### config.mk
export PLATFORM = sky130hd
export DESIGN_NAME = ftoi_seq
export DESIGN_NICKNAME = d
export VERILOG_FILES = /design/src/rtl/ftoi_seq.sv
export SDC_FILE = /design/constraint.sdc
export NUM_CORES = 1
export LEC_CHECK = 0
export ABC_AREA = 1
export BUFFER_PORTS_ARGS = -buffer_cell sky130_fd_sc_hd__buf_2
export CAP_MARGIN = 20
export CORE_UTILIZATION = 28
export CTS_CLUSTER_SIZE = 16
export DETAILED_ROUTE_END_ITERATION = 12
export PLACE_DENSITY = 0.52
export SLEW_MARGIN = 20
export SYNTH_ARGS = -nofsm -noshare
export SYNTH_HDL_FRONTEND = slang
export SYNTH_SLANG_ARGS = --single-unit
### constraint.sdc
create_clock -name clk -period 2.8 [get_ports clk]
set_clock_uncertainty 0.15 [all_clocks]
set_input_delay 0.42 -clock clk [delete_from_list [all_inputs] [get_ports clk]]
set_output_delay 0.42 -clock clk [all_outputs]
set_load 0.01 [all_outputs]
### src/rtl/ftoi_seq.sv
// rtl/ftoi_seq.sv - multi-cycle IEEE-754 single to signed 32-bit integer converter
// Iterative STEP-bit aligner, round to nearest-even, saturating with an overflow flag.
module ftoi_seq #(
    parameter int STEP = 1
) (
    input  logic        clk,
    input  logic        rstn,
    input  logic        in_valid,
    output logic        in_ready,
    input  logic [31:0] a,
    output logic        out_valid,
    input  logic        out_ready,
    output logic [31:0] res,
    output logic        ovf
);

    generate
        if (!(STEP == 1 || STEP == 2 || STEP == 4 || STEP == 8)) begin : g_bad_step
            $error("ftoi_seq: STEP must be 1, 2, 4 or 8");
        end
    endgenerate

    localparam logic [4:0] STEP5 = 5'(STEP);

    typedef enum logic [1:0] {IDLE, SHIFT, ROUND, OUT} state_t;

    state_t      state_q, state_d;
    logic        sign_q, sign_d;
    logic [31:0] mag_q, mag_d;
    logic        guard_q, guard_d;
    logic        sticky_q, sticky_d;
    logic [4:0]  rem_q, rem_d;
    logic        left_q, left_d;
    logic [31:0] res_q, res_d;
    logic        ovf_q, ovf_d;

    logic        accept_w;
    logic [7:0]  exp_w;
    logic [22:0] frac_w;
    logic        sp_w;
    logic [31:0] sp_res_w;
    logic        sp_ovf_w;
    logic [4:0]  k_w;
    logic [31:0] sh_mag_w;
    logic        sh_guard_w;
    logic        sh_sticky_w;
    logic [4:0]  amt_w;
    logic [31:0] rnd_mag_w;

    assign accept_w = in_valid && in_ready;
    assign exp_w    = a[30:23];
    assign frac_w   = a[22:0];

    // Exponents 126..157 (E = -1..30) take the shifter; everything else resolves at once.
    always_comb begin
        sp_w     = 1'b1;
        sp_res_w = 32'h0000_0000;
        sp_ovf_w = 1'b0;
        if (exp_w == 8'd0) begin
            sp_res_w = 32'h0000_0000;
        end else if (exp_w == 8'hFF) begin
            sp_ovf_w = 1'b1;
            sp_res_w = (frac_w != 23'd0 || !a[31]) ? 32'h7FFF_FFFF : 32'h8000_0000;
        end else if (exp_w >= 8'd158) begin
            if (a == 32'hCF00_0000) begin
                sp_res_w = 32'h8000_0000;
            end else begin
                sp_ovf_w = 1'b1;
                sp_res_w = a[31] ? 32'h8000_0000 : 32'h7FFF_FFFF;
            end
        end else if (exp_w <= 8'd125) begin
            sp_res_w = 32'h0000_0000;
        end else begin
            sp_w = 1'b0;
        end
    end

    assign k_w = (exp_w > 8'd150) ? 5'(exp_w - 8'd150) : 5'(8'd150 - exp_w);

    // One-bit steps unrolled STEP times; bits past the remaining count are left untouched.
    always_comb begin
        sh_mag_w    = mag_q;
        sh_guard_w  = guard_q;
        sh_sticky_w = sticky_q;
        for (int i = 0; i < STEP; i++) begin
            if (5'(i) < rem_q) begin
                if (left_q) begin
                    sh_mag_w = {sh_mag_w[30:0], 1'b0};
                end else begin
                    sh_sticky_w = sh_sticky_w | sh_guard_w;
                    sh_guard_w  = sh_mag_w[0];
                    sh_mag_w    = {1'b0, sh_mag_w[31:1]};
                end
            end
        end
    end

    assign amt_w     = (rem_q < STEP5) ? rem_q : STEP5;
    assign rnd_mag_w = mag_q + {31'd0, guard_q & (sticky_q | mag_q[0])};

    always_ff @(posedge clk or negedge rstn) begin
        if (!rstn) begin
            state_q <= IDLE;
        end else begin
            state_q <= state_d;
        end
    end

    always_comb begin
        state_d = state_q;
        case (state_q)
            IDLE: begin
                if (accept_w) begin
                    if (sp_w)                state_d = OUT;
                    else if (k_w == 5'd0)    state_d = ROUND;
                    else                     state_d = SHIFT;
                end
            end
            SHIFT:   if (rem_q <= STEP5) state_d = ROUND;
            ROUND:   state_d = OUT;
            OUT:     if (out_ready) state_d = IDLE;
            default: state_d = IDLE;
        endcase
    end

    always_comb begin
        in_ready  = (state_q == IDLE);
        out_valid = (state_q == OUT);
        res       = res_q;
        ovf       = ovf_q;
    end

    always_comb begin
        sign_d   = sign_q;
        mag_d    = mag_q;
        guard_d  = guard_q;
        sticky_d = sticky_q;
        rem_d    = rem_q;
        left_d   = left_q;
        res_d    = res_q;
        ovf_d    = ovf_q;
        case (state_q)
            IDLE: begin
                if (accept_w) begin
                    sign_d   = a[31];
                    mag_d    = {8'd0, 1'b1, frac_w};
                    guard_d  = 1'b0;
                    sticky_d = 1'b0;
                    rem_d    = k_w;
                    left_d   = (exp_w > 8'd150);
                    if (sp_w) begin
                        res_d = sp_res_w;
                        ovf_d = sp_ovf_w;
                    end
                end
            end
            SHIFT: begin
                mag_d    = sh_mag_w;
                guard_d  = sh_guard_w;
                sticky_d = sh_sticky_w;
                rem_d    = rem_q - amt_w;
            end
            ROUND: begin
                res_d = sign_q ? -rnd_mag_w : rnd_mag_w;
                ovf_d = 1'b0;
            end
            default: ;
        endcase
    end

    always_ff @(posedge clk or negedge rstn) begin
        if (!rstn) begin
            sign_q   <= 1'b0;
            mag_q    <= 32'd0;
            guard_q  <= 1'b0;
            sticky_q <= 1'b0;
            rem_q    <= 5'd0;
            left_q   <= 1'b0;
            res_q    <= 32'd0;
            ovf_q    <= 1'b0;
        end else begin
            sign_q   <= sign_d;
            mag_q    <= mag_d;
            guard_q  <= guard_d;
            sticky_q <= sticky_d;
            rem_q    <= rem_d;
            left_q   <= left_d;
            res_q    <= res_d;
            ovf_q    <= ovf_d;
        end
    end

endmodule

== Word-level counts from Yosys, hierarchy flattened ==
Cells that the tools add are included.
Word-level totals
  bits in registers: 76
  ROM bits: 0
  output and inout port bits: 35
  memories: 0
  input port bits: 36
  RAM bits: 0
  bits in latches: 0
Operators by class
  reductions and logical operators: 15
  equality and inequality tests: 11
  magnitude comparators: 6
  multiplexer cells: 42
  add/sub/neg operators: 5
  divide/modulo/power cells: 0
  shifts and indexed selects: 0
  bitwise logic cells: 3
  $mul: 0
Operators by type and width (count)
  $mux W32: 12
  $pmux W32 S2: 2
  $add A32 B1 Y32: 1
  $eq A32 B32 Y1 const B: 1
  $neg A32 Y32: 1
  $reduce_bool A23 Y1: 1
  $mux W1: 15
  $mux W5: 3
  $mux W2: 5
  $pmux W5 S2: 1
  $reduce_and A3 Y1: 3
  $eq A8 B8 Y1 const B: 1
  $ge A8 B8 Y1 const B: 1
  $gt A8 B8 Y1 const B: 1
  $le A8 B7 Y1 const B: 1
  $logic_not A8 Y1: 1
  $pmux W2 S4: 1
  $ne A2 B1 Y1 const B: 3
  $ne A2 B2 Y1 const B: 3
  $pmux W1 S2: 3
  $le A5 B1 Y1 const B: 1
  $logic_not A5 Y1: 1
  $lt A1 B5 Y1 const A: 1
  $lt A5 B1 Y1 const B: 1
  14 further kinds: 18

== Longest topological paths before layout ==
Gate-level depths: netlist (run 1).
  depth in word-level cells: 8
  mapped depth: 20
  gate-level depth less buffers: 20

== Worst setup path before layout (run 1) ==
No wires, ideal clock.
  path type: flip-flop to flip-flop
  from: reg mag_q[0]
  to: reg res_q[20], in the netlist res[20]
  clock period less this slack: 2.549 ns
  library setup time: 0.124 ns
  path slack: 0.251 ns
  cell stages (with the launch flop): 19
  arrival: 2.275 ns
  path buffers: 0
  cells stage by stage: dfrtp_1 -> inv_1 -> a21oi_1 -> ha_1 -> ha_1 -> inv_1 -> nor2_8 -> nand2_4 -> nor2_1 -> nand2_1 -> nand2_1 -> nor2_1 -> nand2_1 -> nand2_1 -> nand2_2 -> nor2_4 -> or2_1 -> nand3_1 -> a21oi_1
Between the ends
  longest elaborated chain between the ends: 6
Ends and longest elaborated chain
  start: declaration: RTL line 29  | logic [31:0] mag_q, mag_d;
  start signal: assignment: RTL line 183  | mag_q <= mag_d;
  $or A1 B1 Y1: RTL line 99  | assign rnd_mag_w = mag_q + {31'd0, guard_q & (sticky_q | mag_q[0])};
  $and A1 B1 Y1: RTL line 99
  $add A32 B1 Y32 *: RTL line 99
  $neg A32 Y32: RTL line 164  | res_d = sign_q ? -rnd_mag_w : rnd_mag_w;
  $mux W32 *: RTL line 164
  $pmux W32 S2 *: RTL line 142  | case (state_q)
  end signal: assignment: RTL line 188  | res_q <= res_d;
  end: declaration: RTL line 34  | logic [31:0] res_q, res_d;
Mark *: on every way between the ends. The rest lies on a longest branch, timed or not.
A chain may end at the register's enable or synchronous reset.

== Worst setup path after layout (run 1) ==
  from: reg mag_q[0]
  to: reg res_q[28], in the netlist res[28]
The elaborated chain is that of the path after synthesis.

==> results of run 1 <==
[cells by family (layout without fill, tap and decap cells)]
group / count (synthesis) / in the layout / synth area share [%]
AND/OR/NAND/NOR: 495 / 495 / 38.7
flip-flops: 76 / 76 / 31.9
adder cells (fa/ha/maj): 15 / 15 / 3.15
AO/OA/AOI/OAI: 164 / 164 / 16.3
XOR/XNOR: 15 / 15 / 2.20
buffers and inverters: 120 / 206 / 7.75
[worst min-delay path by stage]
stage,cells past startpoint,endpoint,start,slack (ns)
4_1_cts,1,mag_q[26],rstn,0.13
6_report,3,mag_q[0],a[0],0.22
3_3_place_gp,2,rem_q[0],rem_q[0],0.34
3_5_place_dp,2,ovf,ovf,0.36
2_1_floorplan,0,guard_q,rstn,-0.03
5_1_grt,3,mag_q[0],a[0],0.25
[final cells by class]
cell class	count	area [um^2]	share of cell area, %
Clock buffer	13	260	3.60
Clock inverter	2	10.0	0.138
Inverter	91	342	4.73
Multi-Input combinational cell	689	3750	51.9
Sequential cell	76	1900	26.3
Tap cell	275	344	4.76
Timing Repair Buffer	100	622	8.60
[stage by stage]
| step | hold slack [ns] | cell area, um^2 | util, % | std cells | total power, mW |
|---|---|---|---|---|---|
| 2_1_floorplan | -0.0256 | 5960 | - | 885 | 5.16 |
| 3_3_place_gp | 0.342 | 6690 | 31.9 | 1216 | 6.49 |
| 3_5_place_dp | 0.358 | 6690 | 31.9 | 1216 | 6.52 |
| 4_1_cts | 0.127 | 6960 | 33.2 | 1231 | 7.64 |
| 5_1_grt | 0.248 | 7230 | 34.5 | 1246 | 8.63 |
| 6_report | 0.224 | 7230 | 34.5 | 1246 | 7.86 |
[per-layer routing]
metal	wire, um	global-route usage [%]	share of wire, %
met1	9570	25.5	55
met2	6860	22.2	40
met3	642	2.87	3.7
met4	207	5.00	1.2
met5	0	0	0
[sequential cells by signal, summed over array words and instances (netlist names)]
| signal | cells |
|---|---|
| guard_q | 1 |
| left_q | 1 |
| mag_q | 32 |
| ovf | 1 |
| rem_q | 5 |
| res | 32 |
| sign_q | 1 |
| state_q | 2 |
| sticky_q | 1 |
[timing repair]
item,CTS,global route
hold endpoints to repair,0,36
endpoints found under the setup margin,0,19
hold buffers,0,1
resized for setup,0,44
setup buffers,0,13
[where the power goes]
group / internal, mW / switching, mW
combinational: 1.67 / 3.04
clock: 0.640 / 0.443
sequential: 1.63 / 0.445
[cell usage after synthesis, types with 6 or more instances]
cell type  instances  area [um^2]
nand4_1           11         68.8
inv_1             88          330
o221ai_1          31          272
nand3b_1           9         67.6
o21ai_0           51          255
ha_1              15          188
dfrtp_1           76         1900
o22ai_1            7         43.8
nor2_4            11          124
nand2_1          229          860
o21ai_1            8         40.0
nand3_1           61          305
nor2_2            10         62.6
nand2_2           27          169
nor2_1           109          409
buf_2              6         30.0
xor2_1            13          114
clkbuf_1          18         67.6
nor3_1            10         50.1
a21oi_1           58          290
[worst max-delay path, stage by stage, from the launching register on]
cell and delay [ns]:
dfrtp_1 0.39, inv_2 0.07, a21oi_2 0.05, ha_2 0.19, ha_1 0.29, inv_2 0.07
ha_2 0.17, inv_1 0.04, nor2_1 0.13, nand2_1 0.12, nor2_2 0.14, nand3_2 0.09
nand2_2 0.10, nand2_4 0.08, nor2_4 0.17, nand2_1 0.07, nand2_1 0.07, nand3_2 0.07
a21oi_2 0.14
==> flow_summary.yaml, run 1 <==
routing:
  wl_um: 17300
  drc: 0
  first_iter_violations: 380
  wl_per_cell_um: 13.9
  ant_nets: 0
  firstDrtPassIters: 5
  route.vias.total: 5896
  vias_per_cell: 4.73
run_status:
  status: "finished, final reports clean"
synthesis:
  synth_edf_count: 0
  synthFlopType: "dfrtp_1"
  postSynthAreaPerCell_um2: 6.73
  synth_nets: 936
  synth.cell_area_mm2: 0.00596
  synth_cell_types: 40
  yosysSeqAreaShare_pct: 31.9
  ys_ff_latch: 76
  ys.warnings.count: 0
  syn_inst: 885
  async_flop_share_pct: 100
power_and_ir_drop:
  cellLeakagePower_nw: 3.28
  ir_drop_mv: 0.358
  power_density_mw_per_mm2: 1090
worst_setup_path:
  r2r-end: "res[28]"
  r2r-start: "mag_q[0]"
  startpoint_type: "flip-flop"
  reg2regPathDepth: 18
  critPathMaxFanout: 6
  cp.required_ns: 2.93
  cp-end-kind: "flip-flop"
  regToRegSetupSlack_ns: 0.12
  cp-startpoint: "mag_q[0]"
  cp.arrival_ns: 2.81
  crit_type: "flip-flop to flip-flop"
  worstSetupEndpoint: "res[28]"
finish:
  fin_nets: 1018
  num-fill-cells: 2331
  drive_above_1_share_pct: 21.4
  syn2layout_area_growth_pct: 21.3
  antenna_cells: 0
  final_common_cell: "nand2_1"
  final_cell_mix: "nand2_1 (222), nor2_1 (100), inv_1 (83)"
grt:
  grt-ovfl-total: 0
  first_global_vias: 5351
  grt_max_degree: 77
  grt_pass1_wl_um: 28100
  grt_usage_pct: 16.3
  antenna_found_initial: 0
clock_tree:
  cts_sinks: 76
  clockBufferDepth: 2
  root_buffer: "clkbuf_16"
  clk_pin_slew_ns: 0.06
  numCtsBuffers: 9
  h-tree-depth: 3
  tritoncts: "done"
  clk_latency_ns: 0.35
sta:
  max_slew_margin_pct: 64.3
  max_freq_ghz: 0.373
  fin_crit_sh_pct: 95.8
  drv_slew: 0
  hold_violations: 0
  worst_pin_slew_ns: 0.530
  setup_ws_ns: 0.118
  setup_violations: 0
  rsz0062_at_grt: "yes"
  fin_crit_ns: 2.68
  finalSetupTns_ns: 0
placed_design:
  finalWeightedCongestion: 0.877
  place_hpwl_um: 13500
  post-place-ws_ns: 0.0383
  place.port_buffers: 70
die:
  die_h_um: 148
  fp-row-count: 53
  start_util_pct: 28.4
  fp.dieW_um: 148
  ioPinCount: 71
  design.die.area_mm2: 0.0219
  core_mm2: 0.0210
job:
  maxCapViolations: 0
worst_hold_path:
  hold_path_class: "input port to flip-flop"
Note: power is estimated with default switching activity, not from simulation.
==> run 2, diff against run 1 <==
--- a/config.mk
+++ b/config.mk
@@ -8,10 +8,12 @@
 export ABC_AREA = 1
 export BUFFER_PORTS_ARGS = -buffer_cell sky130_fd_sc_hd__buf_2
 export CAP_MARGIN = 20
+export CELL_PAD_IN_SITES_DETAIL_PLACEMENT = 2
+export CELL_PAD_IN_SITES_GLOBAL_PLACEMENT = 2
 export CORE_UTILIZATION = 28
 export CTS_CLUSTER_SIZE = 16
 export DETAILED_ROUTE_END_ITERATION = 12
-export PLACE_DENSITY = 0.52
+export PLACE_DENSITY = 0.79
 export SLEW_MARGIN = 20
 export SYNTH_ARGS = -nofsm -noshare
 export SYNTH_HDL_FRONTEND = slang
==> run 2 against run 1 <==
Effect of this change:
- critical path depth is 1 lower
- total power grew 9.2%
- routed wire length rose by 36%
- clock power about the same
- largest power group unchanged
- design area up 3.2%
- largest cell class unchanged
- maximum frequency decreased by 7.2%
- the flow now finishes with violations (negative hold slack, negative setup slack)
- core utilization grew 1.1 points
- sequential power is 2% higher
- die area did not move
- critical endpoint is now res[20]
- final cell count rose by 0.64%
- clock-buffer cell count increased by 1
- non-clock buffer count grew 7
==> flow_summary.yaml, run 2 (synthesized netlist as in run 1, its figures left out) <==
job:
  maxCapViolations: 0
die:
  ioPinCount: 71
  die_h_um: 148
  fp-row-count: 53
  core_mm2: 0.0210
  start_util_pct: 28.4
  design.die.area_mm2: 0.0219
  fp.dieW_um: 148
sta:
  hold_violations: 51
  setup_ws_ns: -0.0911
  whs_ns: -0.0386
  setup_violations: 9
  fin_crit_sh_pct: 103
  max_slew_margin_pct: 50.5
  rsz0062_at_grt: "yes"
  fin_crit_ns: 2.89
  max_freq_ghz: 0.346
  worst_pin_slew_ns: 0.742
  drv_slew: 0
clock_tree:
  clockBufferDepth: 2
  tritoncts: "done"
  h-tree-depth: 3
  root_buffer: "clkbuf_16"
  clk_latency_ns: 0.35
  clk_pin_slew_ns: 0.06
  cts_sinks: 76
  numCtsBuffers: 9
  cts_hold_buf: 0
finish:
  final_common_cell: "nand2_1"
  antenna_cells: 0
  syn2layout_area_growth_pct: 25.1
  fin_nets: 1025
  final_area_mm2: 0.00746
  final_cell_mix: "nand2_1 (213), nor2_1 (90), inv_1 (81)"
  utilization_pct: 35.6
  drive_above_1_share_pct: 25.6
  num-fill-cells: 2526
routing:
  first_iter_violations: 248
  ant_nets: 0
  wl_um: 23500
  met3_length_um: 529
  firstDrtPassIters: 4
  drc: 0
  wl_per_cell_um: 18.8
  met2_length_um: 11100
  route.vias.total: 6462
  highest_layer: "met4"
  vias_per_cell: 5.15
  wl_met1_um: 11600
worst_setup_path:
  crit_type: "flip-flop to flip-flop"
  critPathMaxFanout: 7
  regToRegSetupSlack_ns: -0.09
  reg2regPathDepth: 17
  r2r-end: "res[20]"
  crit_chain: "inv_2 > a21oi_2 > ha_2 > buf_4 > nand2_2 > nor2_4 > nand2_4 > nor2_8 > xor2_2 > nor2_1 > nand2_1 > nand2_1 > nand2_4 > nor2_4 > or2_1 > nand3_1 > a21oi_2"
  path_buf_inv: 2
  startpoint_type: "flip-flop"
  cpLargestDelayFamily: "simple AND/OR/NAND/NOR gates"
  worst_path_max_delay_cell: "dfrtp_1"
  r2r-start: "guard_q"
  cp-end-kind: "flip-flop"
  cp_slowest_stage_delay_ns: 0.41
  cp.arrival_ns: 2.98
  cp.required_ns: 2.89
power_and_ir_drop:
  ir_drop_mv: 0.387
  power_density_mw_per_mm2: 1150
  cellLeakagePower_nw: 3.35
grt:
  first_global_vias: 6690
  antenna_found_initial: 0
  grt_usage_pct: 20.9
  grt_pass1_wl_um: 36000
  grt-ovfl-total: 0
  grt_max_degree: 77
placed_design:
  finalWeightedCongestion: 0.802
  place.port_buffers: 70
  dpl_cell_area_mm2: 0.00671
  place_hpwl_um: 16500
run_status:
  status: "complete, but fails checks"
  violations: "negative hold slack, negative setup slack"
worst_hold_path:
  hold_path_class: "input port to asynchronous set/reset pin"
-- run 2: repair_timing --
action,CTS,global route
endpoints found under the hold margin,0,0
buffers inserted,6,14
resized for setup,25,71
endpoints found under the setup margin,8,18
pin swaps,15,37
-- run 2: metal layers --
metal	track usage, %	up-vias
met4	5.57	0
met1	30.6	3265
met3	1.67	16
li1	-	3094
met5	0	-
met2	32.7	87
-- run 2: layout make-up --
type / instances / area, um^2 / share of cell area, %
clock inverters: 2 / 10.0 / 0.134
multi-input cells: 689 / 3930 / 52.7
repair buffers: 107 / 679 / 9.11
inverters: 91 / 342 / 4.58
flip-flops and latches: 76 / 1900 / 25.5
well taps: 275 / 344 / 4.61
clock buffers: 14 / 254 / 3.41
-- run 2: metrics by stage --
| stage | power [mW] | hold WS, ns | cells | setup slack (ns) | TNS (ns) |
|---|---|---|---|---|---|
| after CTS | 8.10 | 0.147 | 1240 | 0.00788 | 0 |
| after global routing | 9.27 | 0.0181 | 1254 | -0.243 | -3.23 |
| after global placement | 6.59 | 0.351 | 1218 | 0.0576 | 0 |
| final | 8.58 | -0.0386 | 1254 | -0.0911 | -0.384 |
| after detailed placement | 6.81 | 0.363 | 1218 | -0.0622 | -0.111 |
| after floorplan | 5.16 | -0.0256 | 885 | 0.251 | 0 |
-- run 2: worst max path at each step --
stage / startpoint / end / slack [ns] / depth (start not counted)
3_3_place_gp: mag_q[0] / res[31] / 0.06 / 19
6_report: guard_q / res[20] / -0.09 / 17
2_1_floorplan: mag_q[0] / res[20] / 0.25 / 18
5_1_grt: guard_q / res[28] / -0.24 / 17
4_1_cts: mag_q[0] / res[29] / 0.008 / 18
3_5_place_dp: guard_q / res[31] / -0.06 / 20
-- run 2: where the power goes --
group,internal [mW],total [mW],switching [mW]
logic,1.80,5.36,3.56
clock network,0.624,1.11,0.486
registers,1.62,2.12,0.494
total,4.05,8.58,4.54
==> run 3, diff against run 2 <==
--- a/config.mk
+++ b/config.mk
@@ -5,7 +5,6 @@
 export SDC_FILE = /design/constraint.sdc
 export NUM_CORES = 1
 export LEC_CHECK = 0
-export ABC_AREA = 1
 export BUFFER_PORTS_ARGS = -buffer_cell sky130_fd_sc_hd__buf_2
 export CAP_MARGIN = 20
 export CELL_PAD_IN_SITES_DETAIL_PLACEMENT = 2
@@ -13,7 +12,7 @@
 export CORE_UTILIZATION = 28
 export CTS_CLUSTER_SIZE = 16
 export DETAILED_ROUTE_END_ITERATION = 12
-export PLACE_DENSITY = 0.79
+export PLACE_DENSITY = 0.75
 export SLEW_MARGIN = 20
 export SYNTH_ARGS = -nofsm -noshare
 export SYNTH_HDL_FRONTEND = slang
==> run 3 against run 2 <==
Effect of this change:
- the flow finishes with violations (negative setup slack)
- highest routed layer unchanged
- core utilization up 7.8 points
- die area up 0.31%
- register-to-register slack worse by 0.88 ns
- maximum frequency down 23%
- worst setup slack worse by 0.88 ns
- final cell count down 0.56%
- total power up 38%
- first-iteration DRC count up 50%
- largest power group unchanged
==> flow_summary.yaml, run 3 <==
worst_setup_path:
  crit_type: "flip-flop to flip-flop"
  cp.arrival_ns: 3.86
  worst_path_max_delay_cell: "or4_4"
  path_buf_inv: 1
  cp-end-kind: "flip-flop"
  cp_slowest_stage_delay_ns: 0.52
  startpoint_type: "flip-flop"
  crit_chain: "o21a_1 > ha_4 > buf_6 > nand4_4 > or4_4 > nor3_4 > nor3_2 > nor2_1 > o31a_1 > a21oi_2 > xnor2_1 > a21oi_1"
  cpLargestDelayFamily: "simple AND/OR/NAND/NOR gates"
  critPathMaxFanout: 7
  cp.required_ns: 2.88
routing:
  highest_layer: "met4"
  ant_nets: 0
  firstDrtPassIters: 5
  drc: 0
  wl_per_cell_um: 29.2
  vias_per_cell: 5.83
  first_iter_violations: 371
  route.vias.total: 7276
  wl_um: 36500
  met2_length_um: 18400
  met3_length_um: 1440
  wl_met1_um: 14300
grt:
  grt_max_degree: 68
  first_global_vias: 7616
  grt_pass1_wl_um: 46300
  antenna_found_initial: 0
  grt_usage_pct: 28.0
  grt-ovfl-total: 0
finish:
  fin_nets: 1017
  antenna_cells: 0
  final_cell_mix: "buf_4 (157), nand2_1 (119), dfrtp_1 (75)"
  syn2layout_area_growth_pct: 52.2
  drive_above_1_share_pct: 40.1
  final_common_cell: "buf_4"
  num-fill-cells: 2317
sta:
  fin_crit_ns: 3.77
  max_slew_margin_pct: 40.3
  max_freq_ghz: 0.265
  rsz0062_at_grt: "yes"
  hold_violations: 0
  fin_crit_sh_pct: 135
  worst_pin_slew_ns: 0.896
  setup_ws_ns: -0.974
  drv_slew: 0
  whs_ns: 0.209
  setup_violations: 28
  finalSetupTns_ns: -14.65
synthesis:
  synth_common_cells: "nand2_1 (126), dfrtp_1 (76), o21ai_0 (70)"
  synthFlopType: "dfrtp_1"
  yosys-top-cells-area: "dfrtp_1 (32%), nand2_1 (7.9%), o21ai_0 (5.9%)"
  synth.cell_area_mm2: 0.00598
  postSynthAreaPerCell_um2: 7.79
  synth_nets: 817
  yosys.cell_count.top_type: "nand2_1"
  synth.top_cell.area_share_pct: 31.8
  synth_top_area_cell: "dfrtp_1"
  syn_inst: 767
  ys.warnings.count: 0
  ys_ff_latch: 76
  synth_edf_count: 0
  async_flop_share_pct: 100
  yosysSeqAreaShare_pct: 31.8
  synth_cell_types: 64
run_status:
  violations: "negative setup slack"
  status: "complete, but fails checks"
power_and_ir_drop:
  power_density_mw_per_mm2: 1310
  finalPower_mw: 11.9
  cellLeakagePower_nw: 3.89
  ir_drop_mv: 0.464
clock_tree:
  clk_pin_slew_ns: 0.07
  h-tree-depth: 3
  root_buffer: "clkbuf_16"
  tritoncts: "done"
  clockBufferDepth: 2
  cts_sinks: 76
  clk_latency_ns: 0.38
  numCtsBuffers: 9
die:
  design.die.area_mm2: 0.0219
  ioPinCount: 71
  start_util_pct: 28.5
  fp.dieW_um: 148
  die_h_um: 148
  fp-row-count: 53
  core_mm2: 0.0210
job:
  maxCapViolations: 0
placed_design:
  finalWeightedCongestion: 0.786
  place.port_buffers: 70
  place_hpwl_um: 17500
worst_hold_path:
  hold_path_class: "input port to flip-flop"
-- run 3: cell types whose count changed in the layout (fill, tap and decap cells not counted), sizes merged, moves of 33 or more --
cell | previous run | this run
nor2 | 133 | 64
nand2 | 259 | 127
inv | 89 | 18
mux2i | 0 | 33
xnor2 | 2 | 36
buf | 107 | 250
-- run 3: layer usage --
| layer | vias to the layer above | GRT usage [%] |
|---|---|---|
| li1 | 3086 | - |
| met1 | 3758 | 32.9 |
| met2 | 293 | 48.7 |
| met3 | 139 | 3.80 |
| met4 | 0 | 16.3 |
| met5 | - | 0 |
-- run 3: cells by family after synthesis --
logic type                 Yosys count  share of synthesized area [%]
adders and majority gates           14                           2.93
AOI/OAI and AO/OA                  186                           18.6
muxes                               38                           6.47
DFF                                 76                           31.8
xor gates and xnor gates            58                           8.50
and+or+nand+nor                    315                           26.1
buffers and inverters               80                           5.55
-- run 3: what timing repair did --
action / CTS / global route
gates resized for setup: 79 / 74
setup buffers: 21 / 24
setup endpoints to repair: 23 / 27
hold endpoints to repair: 29 / 0
pin swaps: 64 / 59
hold buffers: 1 / 0
-- run 3: final timing paths --
| kind | slack (ns) | cells past startpoint | startpoint | to |
|---|---|---|---|---|
| min reg2reg | 0.35 | 1 | res[8] | res[8] |
| min | 0.21 | 3 | a[11] | mag_q[11] |
| min in group asynchronous | 0.43 | 2 | rstn | mag_q[6] |
| max in group asynchronous | 1.42 | 3 | rstn | mag_q[3] |
| max | -0.97 | 12 | mag_q[0] | res[28] |
| max reg2reg | -0.97 | 12 | mag_q[0] | res[28] |
-- run 3: layout make-up --
type	instances	area, um^2	share of cell area (%)
clock buffer	9	225	2.48
clock inverter	7	139	1.53
inverter	18	67.6	0.743
multi-input combinational	611	4580	50.3
sequential	76	1900	20.9
tap	275	344	3.78
timing repair buffer	251	1840	20.2
-- run 3: power by group --
| group | leakage [nW] | switching, mW | internal (mW) |
|---|---|---|---|
| registers | 0.921 | 0.642 | 1.64 |
| clock network | 0.179 | 0.564 | 0.961 |
| logic | 2.79 | 4.92 | 3.17 |
-- run 3: worst register-to-register path, stage by stage, from the launching register on --
cell,delay [ns]
dfrtp_1,0.42
o21a_1,0.21
ha_4,0.18
buf_6,0.12
nand4_4,0.23
or4_4,0.52
nor3_4,0.26
nor3_2,0.09
nor2_1,0.48
o31a_1,0.44
a21oi_2,0.10
xnor2_1,0.30
a21oi_1,0.14
-- run 3: metrics by stage --
step                setup WS [ns]  cells  util (%)  cell area, um^2
floorplan                  -0.228    767         -             6110
finish                     -0.974   1247      43.4             9100
detailed placement         -0.632   1189      36.4             7620
global placement           -0.376   1189      36.4             7620
global route                -1.02   1247      43.4             9100
CTS                        -0.393   1226      40.8             8550
